[config.mk]
export PLATFORM = sky130hd
export DESIGN_NAME = alu_exec_unit_flat
export DESIGN_NICKNAME = d
export VERILOG_FILES = /design/src/rtl/alu_exec_unit_if.sv /design/src/rtl/alu_exec_unit.sv /design/src/flat_wrapper.sv
export SDC_FILE = /design/constraint.sdc
export NUM_CORES = 1
export LEC_CHECK = 0
export ABC_AREA = 1
export CAP_MARGIN = 15
export CORE_ASPECT_RATIO = 0.8
export CORE_MARGIN = 2
export CORE_UTILIZATION = 45
export CTS_CLUSTER_SIZE = 8
export DETAILED_ROUTE_END_ITERATION = 8
export GPL_TIMING_DRIVEN = 0
export PLACE_DENSITY = 0.68
export SLEW_MARGIN = 5
export SYNTH_ARGS = -nofsm -noshare
export SYNTH_HDL_FRONTEND = slang
export SYNTH_SLANG_ARGS = --single-unit
[constraint.sdc]
create_clock -name clk -period 2.2 [get_ports clk]
set_input_delay 0.33 -clock clk [delete_from_list [all_inputs] [get_ports clk]]
set_output_delay 0.33 -clock clk [all_outputs]
set_load 0.01 [all_outputs]
[src/rtl/alu_exec_unit_if.sv]
// ---------------------------------------------------------------------------
// alu_exec_unit_if
// Handshake bundle for the execute-stage ALU.
//   Request side : in_valid / in_ready, alu_ctrl, src_a, src_b, shamt
//   Response side: out_valid / out_ready, result, zero, overflow, illegal
// Modports:
//   master - upstream producer + downstream consumer (drives requests,
//            accepts results)
//   slave  - the ALU itself
// ---------------------------------------------------------------------------
interface alu_exec_unit_if #(
    parameter int WIDTH   = 32,
    parameter int SHAMT_W = 5
);
    logic               in_valid;
    logic               in_ready;
    logic [3:0]         alu_ctrl;
    logic [WIDTH-1:0]   src_a;
    logic [WIDTH-1:0]   src_b;
    logic [SHAMT_W-1:0] shamt;
    logic               out_valid;
    logic               out_ready;
    logic [WIDTH-1:0]   result;
    logic               zero;
    logic               overflow;
    logic               illegal;

    modport master (
        output in_valid, alu_ctrl, src_a, src_b, shamt, out_ready,
        input  in_ready, out_valid, result, zero, overflow, illegal
    );

    modport slave (
        input  in_valid, alu_ctrl, src_a, src_b, shamt, out_ready,
        output in_ready, out_valid, result, zero, overflow, illegal
    );
endinterface

[src/rtl/alu_exec_unit.sv]
// ---------------------------------------------------------------------------
// alu_exec_unit
// Execute-stage ALU for the multi-cycle MIPS datapath. Decodes the 4-bit
// ALUControl code; logic/arithmetic ops finish in one cycle, logical shifts
// iterate one bit per cycle. Result and flags are held until the consumer
// takes them, and stay on the outputs afterwards until the next completion.
// Ports:
//   clk   - clock, rising edge
//   reset - synchronous, active-high
//   bus   - alu_exec_unit_if.slave (request + response handshakes)
// ---------------------------------------------------------------------------
module alu_exec_unit #(
    parameter int WIDTH   = 32,
    parameter int SHAMT_W = 5
) (
    input  logic           clk,
    input  logic           reset,
    alu_exec_unit_if.slave bus
);
    localparam logic [3:0] OP_AND  = 4'b0000;
    localparam logic [3:0] OP_OR   = 4'b0001;
    localparam logic [3:0] OP_ADD  = 4'b0010;
    localparam logic [3:0] OP_ADDU = 4'b0011;
    localparam logic [3:0] OP_SUBU = 4'b0100;
    localparam logic [3:0] OP_XOR  = 4'b0101;
    localparam logic [3:0] OP_SUB  = 4'b0110;
    localparam logic [3:0] OP_SLT  = 4'b0111;
    localparam logic [3:0] OP_SLL  = 4'b1000;
    localparam logic [3:0] OP_SRL  = 4'b1001;
    localparam logic [3:0] OP_NOR  = 4'b1100;
    localparam logic [3:0] OP_BEQ  = 4'b1111;

    typedef enum logic [1:0] {
        S_IDLE  = 2'd0,
        S_SHIFT = 2'd1,
        S_DONE  = 2'd2
    } state_t;

    state_t             state, state_n;
    logic               in_ready, out_valid, accept;
    logic [WIDTH-1:0]   work, work_sh;
    logic [SHAMT_W-1:0] cnt;
    logic               dir_right;
    logic [WIDTH-1:0]   result_q;
    logic               zero_q, ovf_q, ill_q;

    // Single-cycle op evaluation
    logic [WIDTH-1:0] sum, diff, op_res;
    logic             op_ovf, op_ill, is_shift, msb_a, msb_b;

    assign sum      = bus.src_a + bus.src_b;
    assign diff     = bus.src_a - bus.src_b;
    assign msb_a    = bus.src_a[WIDTH-1];
    assign msb_b    = bus.src_b[WIDTH-1];
    assign is_shift = (bus.alu_ctrl == OP_SLL) || (bus.alu_ctrl == OP_SRL);

    always_comb begin
        op_res = '0;
        op_ovf = 1'b0;
        op_ill = 1'b0;
        case (bus.alu_ctrl)
            OP_ADD: begin
                op_res = sum;
                op_ovf = (msb_a == msb_b) && (sum[WIDTH-1] != msb_a);
            end
            OP_ADDU: op_res = sum;
            OP_SUB, OP_BEQ: begin
                op_res = diff;
                op_ovf = (msb_a != msb_b) && (diff[WIDTH-1] != msb_a);
            end
            OP_SUBU: op_res = diff;
            OP_SLT:  op_res = {{(WIDTH-1){1'b0}},
                               ($signed(bus.src_a) < $signed(bus.src_b))};
            OP_AND:  op_res = bus.src_a & bus.src_b;
            OP_OR:   op_res = bus.src_a | bus.src_b;
            OP_NOR:  op_res = ~(bus.src_a | bus.src_b);
            OP_XOR:  op_res = bus.src_a ^ bus.src_b;
            // A zero-distance shift completes immediately with B unchanged;
            // non-zero distances go through the SHIFT state instead.
            OP_SLL, OP_SRL: op_res = bus.src_b;
            default: op_ill = 1'b1;
        endcase
    end

    assign work_sh = dir_right ? (work >> 1) : (work << 1);

    // FSM: state register
    always_ff @(posedge clk) begin
        if (reset) state <= S_IDLE;
        else       state <= state_n;
    end

    // FSM: next state and handshake outputs
    always_comb begin
        state_n   = state;
        in_ready  = (state == S_IDLE) && !reset;
        out_valid = (state == S_DONE);
        accept    = bus.in_valid && in_ready;
        case (state)
            S_IDLE: begin
                if (accept) begin
                    if (is_shift && (bus.shamt != '0)) state_n = S_SHIFT;
                    else                               state_n = S_DONE;
                end
            end
            S_SHIFT: begin
                if (cnt == SHAMT_W'(1)) state_n = S_DONE;
            end
            S_DONE: begin
                if (bus.out_ready) state_n = S_IDLE;
            end
            default: state_n = S_IDLE;
        endcase
    end

    // Datapath: operand capture, iterative shifter, held result/flags
    always_ff @(posedge clk) begin
        if (reset) begin
            work      <= '0;
            cnt       <= '0;
            dir_right <= 1'b0;
            result_q  <= '0;
            zero_q    <= 1'b0;
            ovf_q     <= 1'b0;
            ill_q     <= 1'b0;
        end else begin
            case (state)
                S_IDLE: begin
                    if (accept) begin
                        if (is_shift && (bus.shamt != '0)) begin
                            work      <= bus.src_b;
                            cnt       <= bus.shamt;
                            dir_right <= (bus.alu_ctrl == OP_SRL);
                        end else begin
                            result_q <= op_res;
                            zero_q   <= (op_res == '0);
                            ovf_q    <= op_ovf;
                            ill_q    <= op_ill;
                        end
                    end
                end
                S_SHIFT: begin
                    work <= work_sh;
                    cnt  <= cnt - SHAMT_W'(1);
                    // Last step: publish the shifted value directly.
                    if (cnt == SHAMT_W'(1)) begin
                        result_q <= work_sh;
                        zero_q   <= (work_sh == '0);
                        ovf_q    <= 1'b0;
                        ill_q    <= 1'b0;
                    end
                end
                default: ;
            endcase
        end
    end

    assign bus.in_ready  = in_ready;
    assign bus.out_valid = out_valid;
    assign bus.result    = result_q;
    assign bus.zero      = zero_q;
    assign bus.overflow  = ovf_q;
    assign bus.illegal   = ill_q;
endmodule

[src/flat_wrapper.sv]
// flat-port wrapper written by rule: the top's interface ports become plain ports
module alu_exec_unit_flat 
#(
    parameter int WIDTH   = 32,
    parameter int SHAMT_W = 5
)
  (clk, reset, bus_in_valid, bus_alu_ctrl, bus_src_a, bus_src_b, bus_shamt, bus_out_ready, bus_in_ready, bus_out_valid, bus_result, bus_zero, bus_overflow, bus_illegal);
  alu_exec_unit_if #(.WIDTH(WIDTH), .SHAMT_W(SHAMT_W)) bus_i ();
  input  logic clk;
  input  logic reset;
  input wire logic [$bits(bus_i.in_valid)-1:0] bus_in_valid;
  input wire logic [$bits(bus_i.alu_ctrl)-1:0] bus_alu_ctrl;
  input wire logic [$bits(bus_i.src_a)-1:0] bus_src_a;
  input wire logic [$bits(bus_i.src_b)-1:0] bus_src_b;
  input wire logic [$bits(bus_i.shamt)-1:0] bus_shamt;
  input wire logic [$bits(bus_i.out_ready)-1:0] bus_out_ready;
  output wire logic [$bits(bus_i.in_ready)-1:0] bus_in_ready;
  output wire logic [$bits(bus_i.out_valid)-1:0] bus_out_valid;
  output wire logic [$bits(bus_i.result)-1:0] bus_result;
  output wire logic [$bits(bus_i.zero)-1:0] bus_zero;
  output wire logic [$bits(bus_i.overflow)-1:0] bus_overflow;
  output wire logic [$bits(bus_i.illegal)-1:0] bus_illegal;
  assign bus_i.in_valid = bus_in_valid;
  assign bus_i.alu_ctrl = bus_alu_ctrl;
  assign bus_i.src_a = bus_src_a;
  assign bus_i.src_b = bus_src_b;
  assign bus_i.shamt = bus_shamt;
  assign bus_i.out_ready = bus_out_ready;
  assign bus_in_ready = bus_i.in_ready;
  assign bus_out_valid = bus_i.out_valid;
  assign bus_result = bus_i.result;
  assign bus_zero = bus_i.zero;
  assign bus_overflow = bus_i.overflow;
  assign bus_illegal = bus_i.illegal;
  alu_exec_unit #(.WIDTH(WIDTH), .SHAMT_W(SHAMT_W)) u_core (.clk(clk), .reset(reset), .bus(bus_i));
endmodule
==> impl_results.md <==
* Fin crit share at 1.08
* Slowest stage cell on the critical path: fa_2
* Most common cell on crit path: nand2_2
* Pre-CTS setup slack at -1.65 ns
* WP data required at 2.48 ns
* Cell row count at 50
* Mapped Cells at 1,935
* Commonest non-fill, non-tap cell in the layout: nand2_1
* Register area at 0.00150 mm^2
* Met2 wire len at 21,100 um
* Failing checks: setup timing
* DRC Markers at 0
* Area of the multi-input gates at 0.00982 mm^2
* Predominant post-synthesis flop cell: dfxtp_1
* Tot Pwr at 7.28 mW
* Worst skew pair latency at 0.34 ns
* Count of final setup violators at 6
* Most frequent cells in the layout: 432 x nand2_1, 206 x inv_1, 117 x nor2_1
* Gpl congestion at 1.04
* Final Slew Violations at 0
* Syn nets at 2,129
* Synthesis-to-layout area growth at 43.6%
* Worst slew pin tran at 0.658 ns
* Vias in the first global route at 13,000
* Worst Path Arrival at 2.66 ns
* Initial antenna violation count at 2
* Tmin final at 2.38 ns
* Die Span Y at 142 um
* Die X at 177 um
* Setup slack after layout at -0.180 ns
* Critical path startpoint category: primary input
* Combinational Power Share at 0.531
* P_sw at 3.09 mW
* Nature of the critical path endpoint: flip-flop
* Int Pwr at 4.19 mW
* Vias at 14,100
* First-pass GRT wire length at 73,200 um
* CTS tree: yes
* Die area at 0.0252 mm^2
* Max Cap Violations at 0
* DRT Pass-1 Iters at 6
* Worst r2r dst: u_core.bus.zero$_SDFFE_PP0P_
* # IOs at 114
* Leakage at 7.25 nW
* Met1 wire length at 21,100 um
* CTS Hold Buffers Added at 0
* Largest net degree at the start of global routing at 14
* Ant. Diodes at 0
* Final wirelength at 49,600 um
* RSZ-0062 raised after global routing: true
* Seq pwr share at 0.216
* NumNets Final at 2,332
* Post-synth EDFFs at 0
* H-tree levels at 3
* Max FO, Critical Path at 3
* Core area at 0.0235 mm^2
* DR top layer: met5
* Switch share at 0.424
* Hold_ws at 0.286 ns
* CP Capture Point: u_core.bus.zero$_SDFFE_PP0P_
* Max clock buf depth at 2
* Synth Warn # at 0
* Routed len/inst at 20.2 um
* Pwr dens at 470 mW/mm^2
* R2R Setup Slk at -0.02 ns
* Synth area leader: nand2_1
* Critical path, cell by cell: buf_4 -> ha_4 -> inv_1 -> fa_2 -> inv_2 -> nand2_2 -> nand2_2 -> and2_4 -> nand3_4 -> nand2_4 -> nand3_2 -> nand2_1 -> nand2_1 -> nand3_2 -> nand2_2 -> nor2_4 -> nand2_2 -> nor2_4 -> nand3_2 -> a21oi_2
* Fill count at 2,238
* Met3 Wirelength at 5460 um
* Remaining antenna violation count at 0
* Top-area cell type share of the netlist area at 0.200
* Flop and latch count out of synthesis at 75
* Worst-path clk slew at 0.06 ns
* Post-synth cell types at 49
* Clock power share at 0.253
* Reg2Reg Depth at 9
* Peak VDD IR at 436 uV
* Sink Count at 75
* Avg Cell Area, Syn at 5.57 um^2
* FFs w/ async S/R, synth at 0
* CP peak stage delay at 0.35 ns
* Status: finished with violations
* Worst min path class: in2reg
* Final hold vios at 0
* PortBufs at 111
* Initial Utilization at 0.460
* Root Buffer: clkbuf_16
* Gr usage total at 0.382
* CP Class: in2reg
* Iter 0 DRT Violations at 1,604
* Num CTS Buffers at 9
* Syn Std Cell Area at 0.0108 mm^2
* Share of the yosys chip area belonging to registers at 0.139
* Worst R2R Start: u_core.dir_right$_SDFFE_PP0P_
* Setup crit start: bus_src_a[0]
* Slew HR at 0.561
* Total global routing overflow at 0
* Max frequency at 420 MHz
* Clk_skew at 0.00551 ns
* Drt via density at 5.75
* Layout cells sized above 1 at 0.343
* Synth area leaders: nand2_1 20%, dfxtp_1 14%, ha_1 13%
* DPL Wire Length at 38,400 um
-- sequential cells by signal, summed over array words and instances, names as in the netlist --
signal and cells:
u_core.work 32, u_core.bus.illegal 1, u_core.bus.overflow 1, u_core.dir_right 1, u_core.bus.result 32, u_core.cnt 5
u_core.bus.zero 1, u_core.state 2
-- final cells by class --
type	count	area share
Tap cell	312	0.0252
Multi-Input combinational cell	1477	0.635
Clock buffer	10	0.0148
Timing Repair Buffer	195	0.104
Sequential cell	75	0.0970
Inverter	303	0.0777
Clock inverter	6	0.00881
Buffer	77	0.0378
-- worst max-delay path: cells and delay by family --
kind	cells	cell delay, ns
and+or+nand+nor	14	1.44
buffers and inverters	3	0.27
AOI/OAI and AO/OA	1	0.11
adders and majority gates	2	0.48
-- synthesized netlist by cell type, types with 11 or more instances --
master,count
nand2_1,575
clkbuf_1,35
o221ai_1,18
nor3_1,17
o21ai_1,11
a31oi_1,47
buf_2,30
o22ai_1,29
ha_1,115
or2_2,13
dfxtp_1,75
inv_1,291
nand3_1,153
a21oi_1,76
nor2_1,202
o21ai_0,134
-- worst min-delay path by stage --
stage	from	end	slack [ns]	depth (start not counted)
after global routing	bus_src_b[19]	u_core.work[19]$_SDFFE_PP0P_	0.29	3
after detailed placement	u_core.bus.result[31]$_SDFFE_PP0P_	u_core.bus.result[31]$_SDFFE_PP0P_	0.46	2
after floorplan	reset	u_core.bus.illegal$_SDFFE_PP0P_	0.41	1
after CTS	bus_src_b[6]	u_core.work[6]$_SDFFE_PP0P_	0.28	3
after global placement	u_core.bus.result[26]$_SDFFE_PP0P_	u_core.bus.result[26]$_SDFFE_PP0P_	0.45	2
final	bus_src_b[19]	u_core.work[19]$_SDFFE_PP0P_	0.29	3
-- metal layers --
layer  track usage  vias to the layer above
met4         0.150                        2
met1         0.535                     6575
met5             0                        -
li1              -                     6657
met3        0.0622                      133
met2         0.583                      752
-- power groups by stage --
stage                     registers [mW]  clock network [mW]  logic (mW)
after floorplan                     1.63                   0        1.62
after global placement              1.59                   0        2.73
after detailed placement            1.60                   0        2.75
after CTS                           1.57                1.82        3.46
after global routing                1.59                1.89        4.12
final                               1.57                1.84        3.86
-- cell families after synthesis --
logic type | share of synthesized area
AOI/OAI and AO/OA | 0.185
DFF | 0.139
and+or+nand+nor | 0.392
muxes | 0.000929
buffers and inverters | 0.143
xor gates and xnor gates | 0.00244
adders and majority gates | 0.137
-- through the flow --
step	area (um^2)	setup TNS, ns	util	instances
CTS	14800	-0.104	0.631	2442
floorplan	10800	0	-	1935
global route	15500	-0.864	0.660	2455
global placement	12300	-46.05	0.524	2358
finish	15500	-0.389	0.660	2455
detailed placement	12300	-47.09	0.524	2358
-- what timing repair did --
item | 4_1_cts | 5_1_grt
resized for setup | 744 | 255
gates cloned | 1 | 1
buffers inserted | 67 | 15
pin swaps | 141 | 91
setup endpoints to repair | 64 | 63
(Power assumes the default switching activity.)
==> RTL change 1: new RTL, config.mk and constraints unchanged <==
Make the reset (`reset`) asynchronous in 2 clocked blocks.
--- a/src/rtl/alu_exec_unit.sv
+++ b/src/rtl/alu_exec_unit.sv
@@ -86,5 +86,5 @@
 
     // FSM: state register
-    always_ff @(posedge clk) begin
+    always_ff @(posedge clk or posedge reset) begin
         if (reset) state <= S_IDLE;
         else       state <= state_n;
@@ -115,5 +115,5 @@
 
     // Datapath: operand capture, iterative shifter, held result/flags
-    always_ff @(posedge clk) begin
+    always_ff @(posedge clk or posedge reset) begin
         if (reset) begin
             work      <= '0;
Check against the original RTL: differs if reset is asserted again (counterexample within 4 cycles, from zero or initial values and one cycle with reset high); with reset held inactive, the same outputs for 4 cycles.
==> RTL change 1 against the unedited design <==
  * The flow still finishes with violations (negative setup slack)
  * Clock power shrank 18%
  * Clock skew increased by 2.1 ps
  * Global-route usage rose by 1.2 points
  * Cell area is 2.9% higher
  * Total power is 45% higher
  * Synthesized area up 2.2%
  * Core utilization shrank 0.13 points
  * Worst setup slack worse by 92 ps
  * Cell count is essentially flat
  * Wire length increased by 4.9%
  * Sequential cell count did not move
  * Critical endpoint is now u_core.bus.zero
  * Largest cell class unchanged
==> RTL change 1: results (changes against the unedited design) <==
- Status: complete, but fails checks
- Failing checks: negative setup slack
- First-pass GRT wire length: 75.6 mm (+3.2%)
- Setup_tns: -375 ps (+13.7 ps)
- Initial antenna violation count: 0 (-2)
- Multi-input gate area: 9700 sq um (-1.2%)
- Nets: 2325 (-0.30%)
- Post-Syn Area per Cell: 5.76 sq um (+3.3%)
- Fraction of area in multi-input gates: 60.9% (-2.5 points)
- Top area cells in the synthesized netlist: nand2_1 21%, dfrtp_1 17%, ha_1 13%
- Fraction of registers with async set/reset: 100% (+100 points)
- Initial DRC Count: 1381 (-14%)
- GR Util met1: 54.6% (+1.1 points)
- Clock Skews: 7.65 ps (+2.14 ps)
- Final Core Density: 65.8% (-0.13 points)
- Post-synth top flop: dfrtp_1
- Slowest cell delay on critical path: 250 ps (-100 ps)
- Post-DP HPWL: 39.8 mm (+3.8%)
- Setup ws final: -272 ps (-92.2 ps)
- Number of library cell types mapped by synthesis: 50 (+2.0%)
- WHS: 298 ps (+12.5 ps)
- Syn Nets: 2108 (-0.99%)
- Number of global-route vias before repair: 13.1k (+0.66%)
- Routed WL: 52.0 mm (+4.9%)
- Sequential share of cell area: 11.8% (+2.1 points)
- Largest net degree at the start of global routing: 38 (+24)
- Multi-In Gates: 1446 (-2.1%)
- Reg2reg end: u_core.bus.zero
- Pre-CTS WS: -1630 ps (+24.3 ps)
- Met2 GRT Util: 60.0% (+1.8 points)
- Non-clock buffers: 277 (+1.8%)
- Pre-Repair DR Iteration Count: 5 (-1)
- Critical path origin: bus_src_b[12]
- Final setup viols: 5 (-1)
- Clock-cell share: 1.85% (-0.51 points)
- Area post-placement: 12600 sq um (+2.5%)
- Max Used Layer: met4
- Post-synthesis sequential area ratio: 17.0% (+3.1 points)
- Worst Reg-to-Reg Cells: 8 (-1)
- CP Data Arrival Time: 2750 ps (+90 ps)
- Non-clock buffer share: 14.9% (+0.77 points)
- Hold EP: u_core.work[4]
- Layout cell share with drive strength beyond 1: 32.8% (-1.6 points)
- Detailed-route via count: 14.2k (+0.54%)
- Non-filler cells, final: 2454 (-0.041%)
- R2r setup slk: -210 ps (-190 ps)
- GR Layer Usage met3: 7.41% (+1.2 points)
- Max rail drop VDD: 0.500 mV (+15%)
- Gr usage total: 39.4% (+1.2 points)
- DRC Markers: 0 (unchanged)
- Clk_buf instances: 11 (+1)
- Crit-path slowest cell: o21bai_4
- WL met3: 5.04 mm (-7.7%)
- # fillers: 2263 (+1.1%)
- Leakage: 7.92 nW (+9.3%)
[RTL change 1: cell families after synthesis]
| family | count (synthesis) | synth area share (%) |
|---|---|---|
| AO/OA/AOI/OAI | 269 | 15.3 |
| AND/OR/NAND/NOR | 1057 | 39.8 |
| XOR/XNOR | 3 | 0.239 |
| flip-flops | 75 | 17.0 |
| adder cells (fa/ha/maj) | 117 | 13.4 |
| buffers and inverters | 393 | 14.2 |
[RTL change 1: power by group]
| group | total, mW | leakage (nW) | switching [mW] | internal [mW] |
|---|---|---|---|---|
| clock | 1.51 | 0.145 | 0.605 | 0.904 |
| sequential | 2.47 | 0.910 | 0.439 | 2.04 |
| combinational | 6.59 | 6.87 | 4.07 | 2.52 |
[RTL change 1: timing repair]
item | in CTS | in global routing
pin swaps | 110 | 118
buffers inserted | 53 | 37
resized for setup | 698 | 262
endpoints found under the setup margin | 74 | 67
cloned | 3 | 1
==> RTL change 2: new RTL, same flow settings <==
Made on the original files. `SHAMT_W` is set to 5 in 3 places; all go to 7.
--- a/src/rtl/alu_exec_unit_if.sv
+++ b/src/rtl/alu_exec_unit_if.sv
@@ -11,5 +11,5 @@
 interface alu_exec_unit_if #(
     parameter int WIDTH   = 32,
-    parameter int SHAMT_W = 5
+    parameter int SHAMT_W = 7
 );
     logic               in_valid;
--- a/src/rtl/alu_exec_unit.sv
+++ b/src/rtl/alu_exec_unit.sv
@@ -12,5 +12,5 @@
 module alu_exec_unit #(
     parameter int WIDTH   = 32,
-    parameter int SHAMT_W = 5
+    parameter int SHAMT_W = 7
 ) (
     input  logic           clk,
--- a/src/flat_wrapper.sv
+++ b/src/flat_wrapper.sv
@@ -3,5 +3,5 @@
 #(
     parameter int WIDTH   = 32,
-    parameter int SHAMT_W = 5
+    parameter int SHAMT_W = 7
 )
   (clk, reset, bus_in_valid, bus_alu_ctrl, bus_src_a, bus_src_b, bus_shamt, bus_out_ready, bus_in_ready, bus_out_valid, bus_result, bus_zero, bus_overflow, bus_illegal);
Interface: changed (resized bus_shamt); port bits go from 114 to 116. No check against the original RTL was run, so the function may have changed too.
==> RTL change 2 against the unedited design <==
  * The flow still finishes with violations (negative setup slack)
  * Wire length rose by 11%
  * Worst setup slack worse by 67 ps
  * Synthesized area grew 2.6%
  * Cell area rose by 5.5%
  * Critical path depth decreased by 3
  * Total power down 0.47%
  * Via count up 6.6%
  * Sequential cell count increased by 2
  * Critical path type unchanged
  * Critical endpoint unchanged
  * Highest routed layer unchanged
==> RTL change 2: results (changes against the unedited design) <==
- Syn Nets: 2188 (+2.8%)
- Max rail drop VDD: 0.435 mV (-0.40%)
- CP Data Arrival Time: 2720 ps (+60 ps)
- R2r setup slk: -30 ps
- Layout cell share with drive strength beyond 1: 35.2% (+0.90 points)
- Synth Area in Compound Gates: 17.9% (-0.54 points)
- Met1 WL: 22.7 mm (+7.4%)
- Top cells by count, synth: 617 x nand2_1, 319 x inv_1, 162 x nand3_1, 162 x nor2_1, 132 x o21ai_0
- Top area cells in the synthesized netlist: nand2_1 21%, dfxtp_1 14%, ha_1 13%
- Critical path origin: bus_src_b[6]
- Gr usage total: 39.0% (+0.82 points)
- Met2 GRT Util: 57.8% (-0.43 points)
- Status: complete, but fails checks
- Initial antenna violation count: 2 (unchanged)
- Crit-path max FO: 7 (+4)
- Post-Syn Area per Cell: 5.55 sq um (-0.35%)
- Worst Reg-to-Reg Cells: 8 (-1)
- Area post-placement: 12600 sq um (+2.5%)
- Pre-CTS WS: -1530 ps (+125 ps)
- Setup ws final: -246 ps (-66.8 ps)
- Failing checks: negative setup slack
- Mux contribution to synthesized area: 0.0905% (-0.0023 points)
- IO Port Bufs: 113 (+1.8%)
- DP Cell Count: 2423 (+2.8%)
- WHS: 285 ps (-1.37 ps)
- HP Start: bus_src_b[0]
- Hold EP: u_core.work[0]
- Routed len/inst: 21.7 um (+7.2%)
- RePlAce Congestion: 1.02 (-1.5%)
- Final setup viols: 1 (-5)
- Slowest cell delay on critical path: 290 ps (-60 ps)
- Detailed-route via count: 15.1k (+6.6%)
- Leakage: 7.99 nW (+10%)
- Crit-path slowest cell: nand3_1
- GR Util met1: 54.2% (+0.71 points)
- First-pass GRT wire length: 75.2 mm (+2.7%)
- Pre-Repair DR Iteration Count: 8 (+2)
- Non-filler cells, final: 2546 (+3.7%)
- WL met3: 6.69 mm (+23%)
- Clock Skews: 6.62 ps (+1.11 ps)
- Number of library cell types mapped by synthesis: 44 (-10%)
- Rel. slew slack: 41.9% (-14 points)
- Largest net degree at the start of global routing: 12 (-2)
- Die X: 179 um (+1.3%)
- Setup_tns: -246 ps (+142 ps)
==> RTL change 2: what timing repair did <==
item	CTS	global route
setup endpoints to repair	54	74
pin swaps	57	199
resized for setup	484	657
cloned	1	6
buffers inserted	34	68
==> RTL change 2: final cells by class <==
class,instances,area (sq um)
sequential,77,1540
buffer,83,694
multi-input combinational,1503,10100
fill,2156,7910
inverter,326,1340
tap,318,398
timing repair buffer,222,1920
antenna,1,2.50
clock buffer,16,292
==> RTL change 2: report_power, final <==
group / internal (mW) / total [mW] / switching (mW)
registers: 1.53 / 1.61 / 0.0882
logic: 1.60 / 4.15 / 2.55
clock network: 0.891 / 1.48 / 0.588
==> RTL change 2: worst min-delay path: cells and delay by family <==
family	cells	cell delay, ps
AOI/OAI and AO/OA	1	70
buffers and inverters	1	110
and+or+nand+nor	1	60
